[config.mk]
export PLATFORM = sky130hd
export DESIGN_NAME = regfile_wb_arbiter
export DESIGN_NICKNAME = d
export VERILOG_FILES = /design/src/rtl/rv_pkg.sv /design/src/rtl/wb_fifo.sv /design/src/rtl/regfile_wb_arbiter.sv
export SDC_FILE = /design/constraint.sdc
export NUM_CORES = 1
export LEC_CHECK = 0
export CAP_MARGIN = 20
export CORE_MARGIN = 4
export CORE_UTILIZATION = 50
export CTS_CLUSTER_SIZE = 14
export DETAILED_ROUTE_END_ITERATION = 12
export GPL_TIMING_DRIVEN = 0
export PLACE_DENSITY_LB_ADDON = 0.05
export SYNTH_ARGS = -nofsm -noshare
export SYNTH_HDL_FRONTEND = slang
export SYNTH_HIERARCHICAL = 1
export SYNTH_SLANG_ARGS = --single-unit
[constraint.sdc]
create_clock -name clk -period 9.2 [get_ports clk]
set_clock_uncertainty 0.15 [all_clocks]
set_input_delay 1.38 -clock clk [delete_from_list [all_inputs] [get_ports clk]]
set_output_delay 1.38 -clock clk [all_outputs]
set_load 0.05 [all_outputs]
[src/rtl/rv_pkg.sv]
// Shared RISC-V core definitions used by the writeback path.
package rv_pkg;
  localparam int XLEN       = 32;
  localparam int REG_ADDR_W = 5;
  localparam logic [REG_ADDR_W-1:0] X0 = 5'd0;

  typedef enum logic {
    WB_NORMAL = 1'b0,
    WB_DRAIN  = 1'b1
  } wb_state_t;
endpackage

[src/rtl/wb_fifo.sv]
// Small first-word-fall-through FIFO buffering long-latency results ahead of the write port.
module wb_fifo #(
  parameter int DEPTH = 4,
  parameter int W     = 37
) (
  input  logic                       clk,
  input  logic                       resetn,
  input  logic                       push,
  input  logic                       pop,
  input  logic [W-1:0]               din,
  output logic [W-1:0]               dout,
  output logic [$clog2(DEPTH):0]     count,
  output logic                       full,
  output logic                       empty
);
  localparam int PW = $clog2(DEPTH);
  localparam int CW = PW + 1;
  localparam logic [CW-1:0] FULL_C = CW'(DEPTH);

  logic [W-1:0]  mem_q [DEPTH];
  logic [PW-1:0] wptr_q, rptr_q;
  logic [CW-1:0] count_q;

  assign dout  = mem_q[rptr_q];
  assign count = count_q;
  assign full  = (count_q == FULL_C);
  assign empty = (count_q == '0);

  // Storage carries no reset; validity is tracked by count alone.
  always_ff @(posedge clk) begin
    if (push) mem_q[wptr_q] <= din;
  end

  always_ff @(posedge clk) begin
    if (!resetn) begin
      wptr_q  <= '0;
      rptr_q  <= '0;
      count_q <= '0;
    end else begin
      if (push) wptr_q <= wptr_q + 1'b1;
      if (pop)  rptr_q <= rptr_q + 1'b1;
      case ({push, pop})
        2'b10:   count_q <= count_q + 1'b1;
        2'b01:   count_q <= count_q - 1'b1;
        default: count_q <= count_q;
      endcase
    end
  end
endmodule

[src/rtl/regfile_wb_arbiter.sv]
// Owns the register file write port: merges ALU results with buffered long-latency
// results, with a drain mode so the buffered stream cannot starve.
module regfile_wb_arbiter #(
  parameter int XLEN  = rv_pkg::XLEN,
  parameter int DEPTH = 4
) (
  input  logic                          clk,
  input  logic                          resetn,
  input  logic                          alu_valid,
  output logic                          alu_ready,
  input  logic [rv_pkg::REG_ADDR_W-1:0] alu_rd,
  input  logic [XLEN-1:0]               alu_data,
  input  logic                          lq_valid,
  output logic                          lq_ready,
  input  logic [rv_pkg::REG_ADDR_W-1:0] lq_rd,
  input  logic [XLEN-1:0]               lq_data,
  output logic                          we3,
  output logic [rv_pkg::REG_ADDR_W-1:0] rd,
  output logic [XLEN-1:0]               wd3,
  output logic                          busy
);
  import rv_pkg::*;

  localparam int CW = $clog2(DEPTH) + 1;
  localparam int W  = REG_ADDR_W + XLEN;
  localparam logic [CW-1:0] FULL_C = CW'(DEPTH);
  localparam logic [CW-1:0] HALF_C = CW'(DEPTH / 2);

  wb_state_t               state_q, state_d;
  logic                    we3_q, we3_d;
  logic [REG_ADDR_W-1:0]   rd_q, rd_d;
  logic [XLEN-1:0]         wd3_q, wd3_d;

  logic                    push, pop, full, empty;
  logic [CW-1:0]           count, count_post;
  logic [W-1:0]            dout;
  logic                    alu_wr, lq_xfer;

  assign alu_ready = resetn && (state_q == WB_NORMAL);
  assign lq_ready  = resetn && !full;
  assign alu_wr    = alu_valid && alu_ready && (alu_rd != X0);
  assign lq_xfer   = lq_valid && lq_ready;
  assign push      = lq_xfer && (lq_rd != X0);
  // In DRAIN alu_ready is low, so alu_wr is low and the head pops every cycle.
  assign pop       = !empty && !alu_wr;
  assign count_post = count + {{(CW-1){1'b0}}, push} - {{(CW-1){1'b0}}, pop};

  wb_fifo #(.DEPTH(DEPTH), .W(W)) u_fifo (
    .clk    (clk),
    .resetn (resetn),
    .push   (push),
    .pop    (pop),
    .din    ({lq_rd, lq_data}),
    .dout   (dout),
    .count  (count),
    .full   (full),
    .empty  (empty)
  );

  always_comb begin
    state_d = state_q;
    case (state_q)
      WB_NORMAL: if (count == FULL_C)      state_d = WB_DRAIN;
      WB_DRAIN:  if (count_post <= HALF_C) state_d = WB_NORMAL;
      default:   state_d = WB_NORMAL;
    endcase
  end

  always_comb begin
    we3_d = alu_wr || pop;
    rd_d  = rd_q;
    wd3_d = wd3_q;
    if (alu_wr) begin
      rd_d  = alu_rd;
      wd3_d = alu_data;
    end else if (pop) begin
      {rd_d, wd3_d} = dout;
    end
  end

  always_ff @(posedge clk) begin
    if (!resetn) begin
      state_q <= WB_NORMAL;
      we3_q   <= 1'b0;
      rd_q    <= '0;
      wd3_q   <= '0;
    end else begin
      state_q <= state_d;
      we3_q   <= we3_d;
      rd_q    <= rd_d;
      wd3_q   <= wd3_d;
    end
  end

  assign we3  = we3_q;
  assign rd   = rd_q;
  assign wd3  = wd3_q;
  assign busy = !empty || we3_q;
endmodule

# Word level (Yosys, flattened, before mapping)
# Memories as Yosys holds them, arrays and structs flattened. A register that Yosys moved wholly into a read port is not among the register bits.
# Index checks and enable logic that the tools add are counted.
# op_classes
n_mux,12
order_cmp,1
reduce_logical,17
eq_ne,3
bitwise_logic,1
addsub,6
# op_table
cell,count
32-bit 2-to-1 mux,2
5-bit 2-to-1 mux,2
5-bit nonzero test,2
1-bit logical AND,7
3-bit one-hot mux with 2 select lines,1
"2-bit by 1-bit adder with 2-bit output, second input constant",2
1-bit 2-to-1 mux,4
2-bit 2-to-1 mux,2
2-bit nonzero test,2
3-bit by 1-bit adder with 3-bit output,1
"3-bit by 1-bit adder with 3-bit output, second input constant",1
"3-bit == test, second input constant",1
"3-bit by 2-bit less-or-equal comparator with 1-bit output, second input constant",1
1-bit logical NOT,3
3-bit logical NOT,1
3-bit by 1-bit subtractor with 3-bit output,1
"3-bit by 1-bit subtractor with 3-bit output, second input constant",1
"2-bit by 1-bit == test with 1-bit output, second input constant",1
"2-bit == test, second input constant",1
1-bit logical OR,2
1-bit one-hot mux with 2 select lines,1
1-bit NOT,1
# word_totals
regBits,46
elab_cells,48
output_inout_bits,41
mem_bits_rw,148
inputBits,78
memories,1
# mem_list
memory,words,width,rd,rd_clocked_by_memory_dff,wr,line_no,rtl
u_fifo.mem_q,4,37,1,1,1,wb_fifo.sv:20,logic [W-1:0] mem_q [DEPTH];

# Depth between registers and ports, before layout
# depth
ltp_word,10
ltp_mapped,14
mapped_depth_nobuf,12

# By module
# Netlist, hierarchy kept.
# by_module_without_submodules
mod,area_each_um2,n_inst,seq_area_each_um2,cells_each
wb_fifo,5845.6,1,4624.4,239
regfile_wb_arbiter,2073.2,1,780.7,229

# Worst setup path after synthesis
# Ideal clock, no wire load.
# synth_path
path_type,input to register
from,input resetn
to,memory u_fifo.mem_q[0][0] (enable)
arrival_ps,3912
setup_ps,398
cell_stages,5
required_ps,8652
n_path_buf,1
path_slack_ps,4740
cell_sequence,clkbuf_1 -> nor2b_1 -> nand2_1 -> a21oi_1 -> and2_1
# synth_between
elab_chain_cells,5
# synth_lines
element,line_no,rtl
"start, declared",regfile_wb_arbiter.sv:8,"input logic resetn,"
1-bit logical AND,regfile_wb_arbiter.sv:40,assign lq_ready = resetn && !full;
net lq_ready,regfile_wb_arbiter.sv:14,"output logic lq_ready,"
1-bit logical AND,regfile_wb_arbiter.sv:42,assign lq_xfer = lq_valid && lq_ready;
1-bit logical AND,regfile_wb_arbiter.sv:43,assign push = lq_xfer && (lq_rd != X0);
net push,regfile_wb_arbiter.sv:34,"logic push, pop, full, empty;"
1-bit 2-to-1 mux,wb_fifo.sv:31,if (push) mem_q[wptr_q] <= din;
1-bit 2-to-1 mux (not written as such),wb_fifo.sv:31,
"end, declared",wb_fifo.sv:20,
# The timed path passes the listed nets, and every way through them passes these cells.

# Worst setup path in the final report
# layout_path
from,input resetn
to,output alu_ready
# layout_between
elab_chain_cells,1
# layout_lines
element,line_no,rtl
1-bit logical AND,regfile_wb_arbiter.sv:39,assign alu_ready = resetn && (state_q == WB_NORMAL);
"end, declared",regfile_wb_arbiter.sv:10,"output logic alu_ready,"
# No other way between the ends.

==> flow_results.xml <==
<?xml version="1.0" encoding="UTF-8"?>
<metrics>
  <group name="sta">
    <metric name="min_period_over_period" unit="%">61.5</metric>
    <metric name="relSlewSlack" unit="%">52.6</metric>
    <metric name="worst_slew_pin_slew" unit="ns">0.711</metric>
    <metric name="grt_setup_unrepaired" unit="">no</metric>
    <metric name="achievable-frequency" unit="GHz">0.177</metric>
    <metric name="layout_min_cycle_time" unit="ns">5.66</metric>
    <metric name="finalHoldViolCount" unit="">0</metric>
    <metric name="setup-violations-final" unit="">0</metric>
    <metric name="setup_tns" unit="ns">0</metric>
    <metric name="slew_viols_final" unit="">0</metric>
  </group>
  <group name="global_routing">
    <metric name="grt_pass1_vias" unit="">4735</metric>
    <metric name="grt_antenna_before_repair" unit="">0</metric>
    <metric name="globalRouteTotalUtil" unit="%">19.3</metric>
    <metric name="overflow" unit="">0</metric>
    <metric name="largest_net_degree_at_the_start_of_global_routing" unit="">24</metric>
    <metric name="wire_length_of_the_first_global_routing_pass" unit="um">26100</metric>
  </group>
  <group name="clocking">
    <metric name="cts-resized-gates" unit="">0</metric>
    <metric name="numCtsBuffers" unit="">17</metric>
    <metric name="post_cts.repair.setup_buffers" unit="">0</metric>
    <metric name="cts.sinks" unit="">196</metric>
    <metric name="cts_tree" unit="">done</metric>
    <metric name="clk_path_buf_depth" unit="">2</metric>
    <metric name="h-tree-depth" unit="">4</metric>
    <metric name="root_buffer" unit="">sky130_fd_sc_hd__clkbuf_16</metric>
    <metric name="clk_latency" unit="ns">0.42</metric>
    <metric name="cts_hold_buf" unit="">0</metric>
    <metric name="clk_transition_reported_paths" unit="ns">0.07</metric>
  </group>
  <group name="route">
    <metric name="detail_route.wirelength" unit="um">16600</metric>
    <metric name="wire_per_inst" unit="um">19.9</metric>
    <metric name="via_count" unit="">4456</metric>
    <metric name="detail_route.first_pass.iterations" unit="">4</metric>
    <metric name="drt.antenna.violating_nets" unit="">0</metric>
    <metric name="initialDrtViolationCount" unit="">279</metric>
    <metric name="drcViolationCount" unit="">0</metric>
    <metric name="route.detailed.vias_per_inst" unit="">5.35</metric>
  </group>
  <group name="synth">
    <metric name="synth_edf_count" unit="">148</metric>
    <metric name="synth.largest_area_cell" unit="">sky130_fd_sc_hd__edfxtp_1</metric>
    <metric name="ys.warnings.count" unit="">6</metric>
    <metric name="synth_top_cell_area_share" unit="%">56.1</metric>
    <metric name="synth_most_common_cell" unit="">sky130_fd_sc_hd__edfxtp_1</metric>
    <metric name="syn-num-nets" unit="">555</metric>
    <metric name="synth_cell_type_count" unit="">37</metric>
    <metric name="synth_ff_type" unit="">sky130_fd_sc_hd__edfxtp_1</metric>
    <metric name="mappedNetlistArea" unit="mm^2">0.00792</metric>
    <metric name="seq_area_frac_synth" unit="%">68.3</metric>
    <metric name="synth.cells.most_frequent" unit="">148 x sky130_fd_sc_hd__edfxtp_1, 48 x sky130_fd_sc_hd__dfxtp_1, 37 x sky130_fd_sc_hd__nand2b_1, 35 x sky130_fd_sc_hd__nand2_1, 35 x sky130_fd_sc_hd__o211ai_1</metric>
    <metric name="post_synth.cell_area_avg" unit="um^2">16.9</metric>
    <metric name="synth.ff_latch_count" unit="">196</metric>
    <metric name="synth-async-reset-ratio" unit="%">0</metric>
    <metric name="yosys-top-cells-area" unit="">sky130_fd_sc_hd__edfxtp_1 56%, sky130_fd_sc_hd__dfxtp_1 12%, sky130_fd_sc_hd__mux4_2 8.5%</metric>
    <metric name="synthesis.instances" unit="">468</metric>
  </group>
  <group name="setup_path">
    <metric name="critPathCaptureType" unit="">primary output</metric>
    <metric name="critPathLaunch" unit="">resetn</metric>
    <metric name="worstReg2RegStart" unit="">u_fifo/count[1]</metric>
    <metric name="worst_r2r_endpoint" unit="">state_q</metric>
    <metric name="signal_arrival_time_at_the_worst_endpoint" unit="ns">4.13</metric>
    <metric name="critical_path.max_fanout" unit="">13</metric>
    <metric name="critical_path_class" unit="">in2out</metric>
    <metric name="r2r_setup_slk" unit="ns">5.30</metric>
    <metric name="timing.critical_path.required" unit="ns">7.67</metric>
    <metric name="rr_worst_depth" unit="">13</metric>
    <metric name="critPathLaunchType" unit="">input port</metric>
  </group>
  <group name="finish">
    <metric name="finish.net_count" unit="">696</metric>
    <metric name="antenna-diode-count" unit="">0</metric>
    <metric name="area_growth_syn_to_layout" unit="%">27.1</metric>
    <metric name="drive_above_1_share" unit="%">13.8</metric>
    <metric name="final_core_util" unit="%">65.5</metric>
  </group>
  <group name="die">
    <metric name="top_level_ports" unit="">119</metric>
    <metric name="die_width" unit="um">134</metric>
    <metric name="coreArea" unit="mm^2">0.0154</metric>
    <metric name="die-height" unit="um">134</metric>
    <metric name="num_rows" unit="">45</metric>
    <metric name="initial_utilization" unit="%">51.5</metric>
    <metric name="die-area" unit="mm^2">0.0179</metric>
  </group>
  <group name="power_and_ir_drop">
    <metric name="leakage" unit="nW">3.43</metric>
    <metric name="power.ir.vdd_worst" unit="uV">183</metric>
    <metric name="power_density" unit="mW/mm^2">305</metric>
  </group>
  <group name="run_status">
    <metric name="outcome" unit="">finished clean</metric>
  </group>
  <group name="place">
    <metric name="dpl.hpwl" unit="um">11200</metric>
    <metric name="io_buffer_count" unit="">118</metric>
    <metric name="finalWeightedCongestion" unit="">0.760</metric>
  </group>
  <group name="worst_hold_path">
    <metric name="hold_path_startpoint" unit="">state_q</metric>
    <metric name="hold_path_end" unit="">state_q</metric>
    <metric name="hold_path.class" unit="">reg2reg</metric>
    <metric name="worst_hold_path.num_cells" unit="">1</metric>
  </group>
  <group name="run">
    <metric name="drv_cap" unit="">0</metric>
  </group>
</metrics>
flip-flops by register name, indices dropped and copies added (netlist names), named ones only:
name / flops
u_fifo/mem_q: 148
wd3: 32
rd: 5
u_fifo/count: 3
u_fifo/rptr_q: 2
u_fifo/wptr_q: 2
state_q: 1
we3: 1
through the flow:
step	total power [mW]	hold slack (ns)	std cells	cell area [um^2]	setup slack, ns
2_1_floorplan	1.98	0.295	468	7920	4.74
3_3_place_gp	2.34	0.338	797	9360	3.41
3_5_place_dp	2.37	0.372	801	9470	3.51
4_1_cts	3.11	0.375	833	10100	3.49
5_1_grt	3.23	0.419	833	10100	3.38
6_report	3.08	0.389	833	10100	3.54
layer usage:
layer / track usage, % / part of all wire (%) / vias up
met5: 0 / 0 / -
met4: 6.69 / 1.2 / 0
met3: 4.05 / 4.7 / 12
met2: 32.5 / 52 / 99
met1: 25.2 / 42 / 2260
li1: - / - / 2085
layout make-up:
class	count	area, um^2
Buffer	29	210
Clock buffer	21	470
Clock inverter	11	126
Fill cell	1091	5300
Inverter	9	33.8
Multi-Input combinational cell	234	2270
Sequential cell	196	5410
Tap cell	211	264
Timing Repair Buffer	122	1280
critical path, cell delays in order:
cell                              delay, ns
sky130_fd_sc_hd__clkdlybuf4s50_1       0.82
sky130_fd_sc_hd__clkbuf_1              0.45
sky130_fd_sc_hd__clkbuf_1              0.46
sky130_fd_sc_hd__nor2b_1               0.19
sky130_fd_sc_hd__clkdlybuf4s50_1       0.81
cells in the final DEF, fill, tap and decap left out, types with 3 or more instances in the layout:
master,instances
sky130_fd_sc_hd__nand3_1,3
sky130_fd_sc_hd__buf_12,4
sky130_fd_sc_hd__o21ai_1,3
sky130_fd_sc_hd__o211ai_1,35
sky130_fd_sc_hd__nand2b_1,37
sky130_fd_sc_hd__and2_1,6
sky130_fd_sc_hd__mux2i_1,33
sky130_fd_sc_hd__edfxtp_1,148
sky130_fd_sc_hd__clkdlybuf4s50_1,118
sky130_fd_sc_hd__ha_1,7
sky130_fd_sc_hd__nor2b_1,3
sky130_fd_sc_hd__o21ai_0,4
sky130_fd_sc_hd__buf_16,3
sky130_fd_sc_hd__xor2_1,4
sky130_fd_sc_hd__clkbuf_16,17
sky130_fd_sc_hd__xnor2_1,3
sky130_fd_sc_hd__and2_2,4
sky130_fd_sc_hd__inv_1,9
sky130_fd_sc_hd__dfxtp_1,48
sky130_fd_sc_hd__buf_2,5
sky130_fd_sc_hd__buf_6,3
sky130_fd_sc_hd__mux4_2,30
sky130_fd_sc_hd__clkinv_2,3
sky130_fd_sc_hd__mux4_1,7
sky130_fd_sc_hd__clkinv_4,4
sky130_fd_sc_hd__clkbuf_8,3
sky130_fd_sc_hd__clkbuf_1,16
sky130_fd_sc_hd__nand2_1,35
worst max-delay path by stage:
stage	endpoint	slack [ns]	depth (start not counted)
after floorplan	u_fifo/mem_q[0][0]	4.74	5
after global placement	u_fifo/mem_q[3][20]	3.41	6
after detailed placement	alu_ready	3.51	5
after CTS	alu_ready	3.49	5
after global routing	alu_ready	3.38	5
final	alu_ready	3.54	5
report_power, final:
part / internal, mW / leakage [nW] / switching [mW]
registers: 1.08 / 1.74 / 0.0639
clock network: 0.424 / 0.293 / 0.309
logic: 0.479 / 1.39 / 0.716
logic make-up after synthesis:
kind of cell               Yosys count  synth area share [%]
AOI/OAI and AO/OA                   49                  4.44
xor gates and xnor gates             7                 0.774
adders and majority gates            9                  1.61
buffers and inverters               38                  3.08
DFF                                196                  68.3
muxes                               72                  15.3
and+or+nand+nor                     97                  6.53
Note: power is estimated with default switching activity, not from simulation.
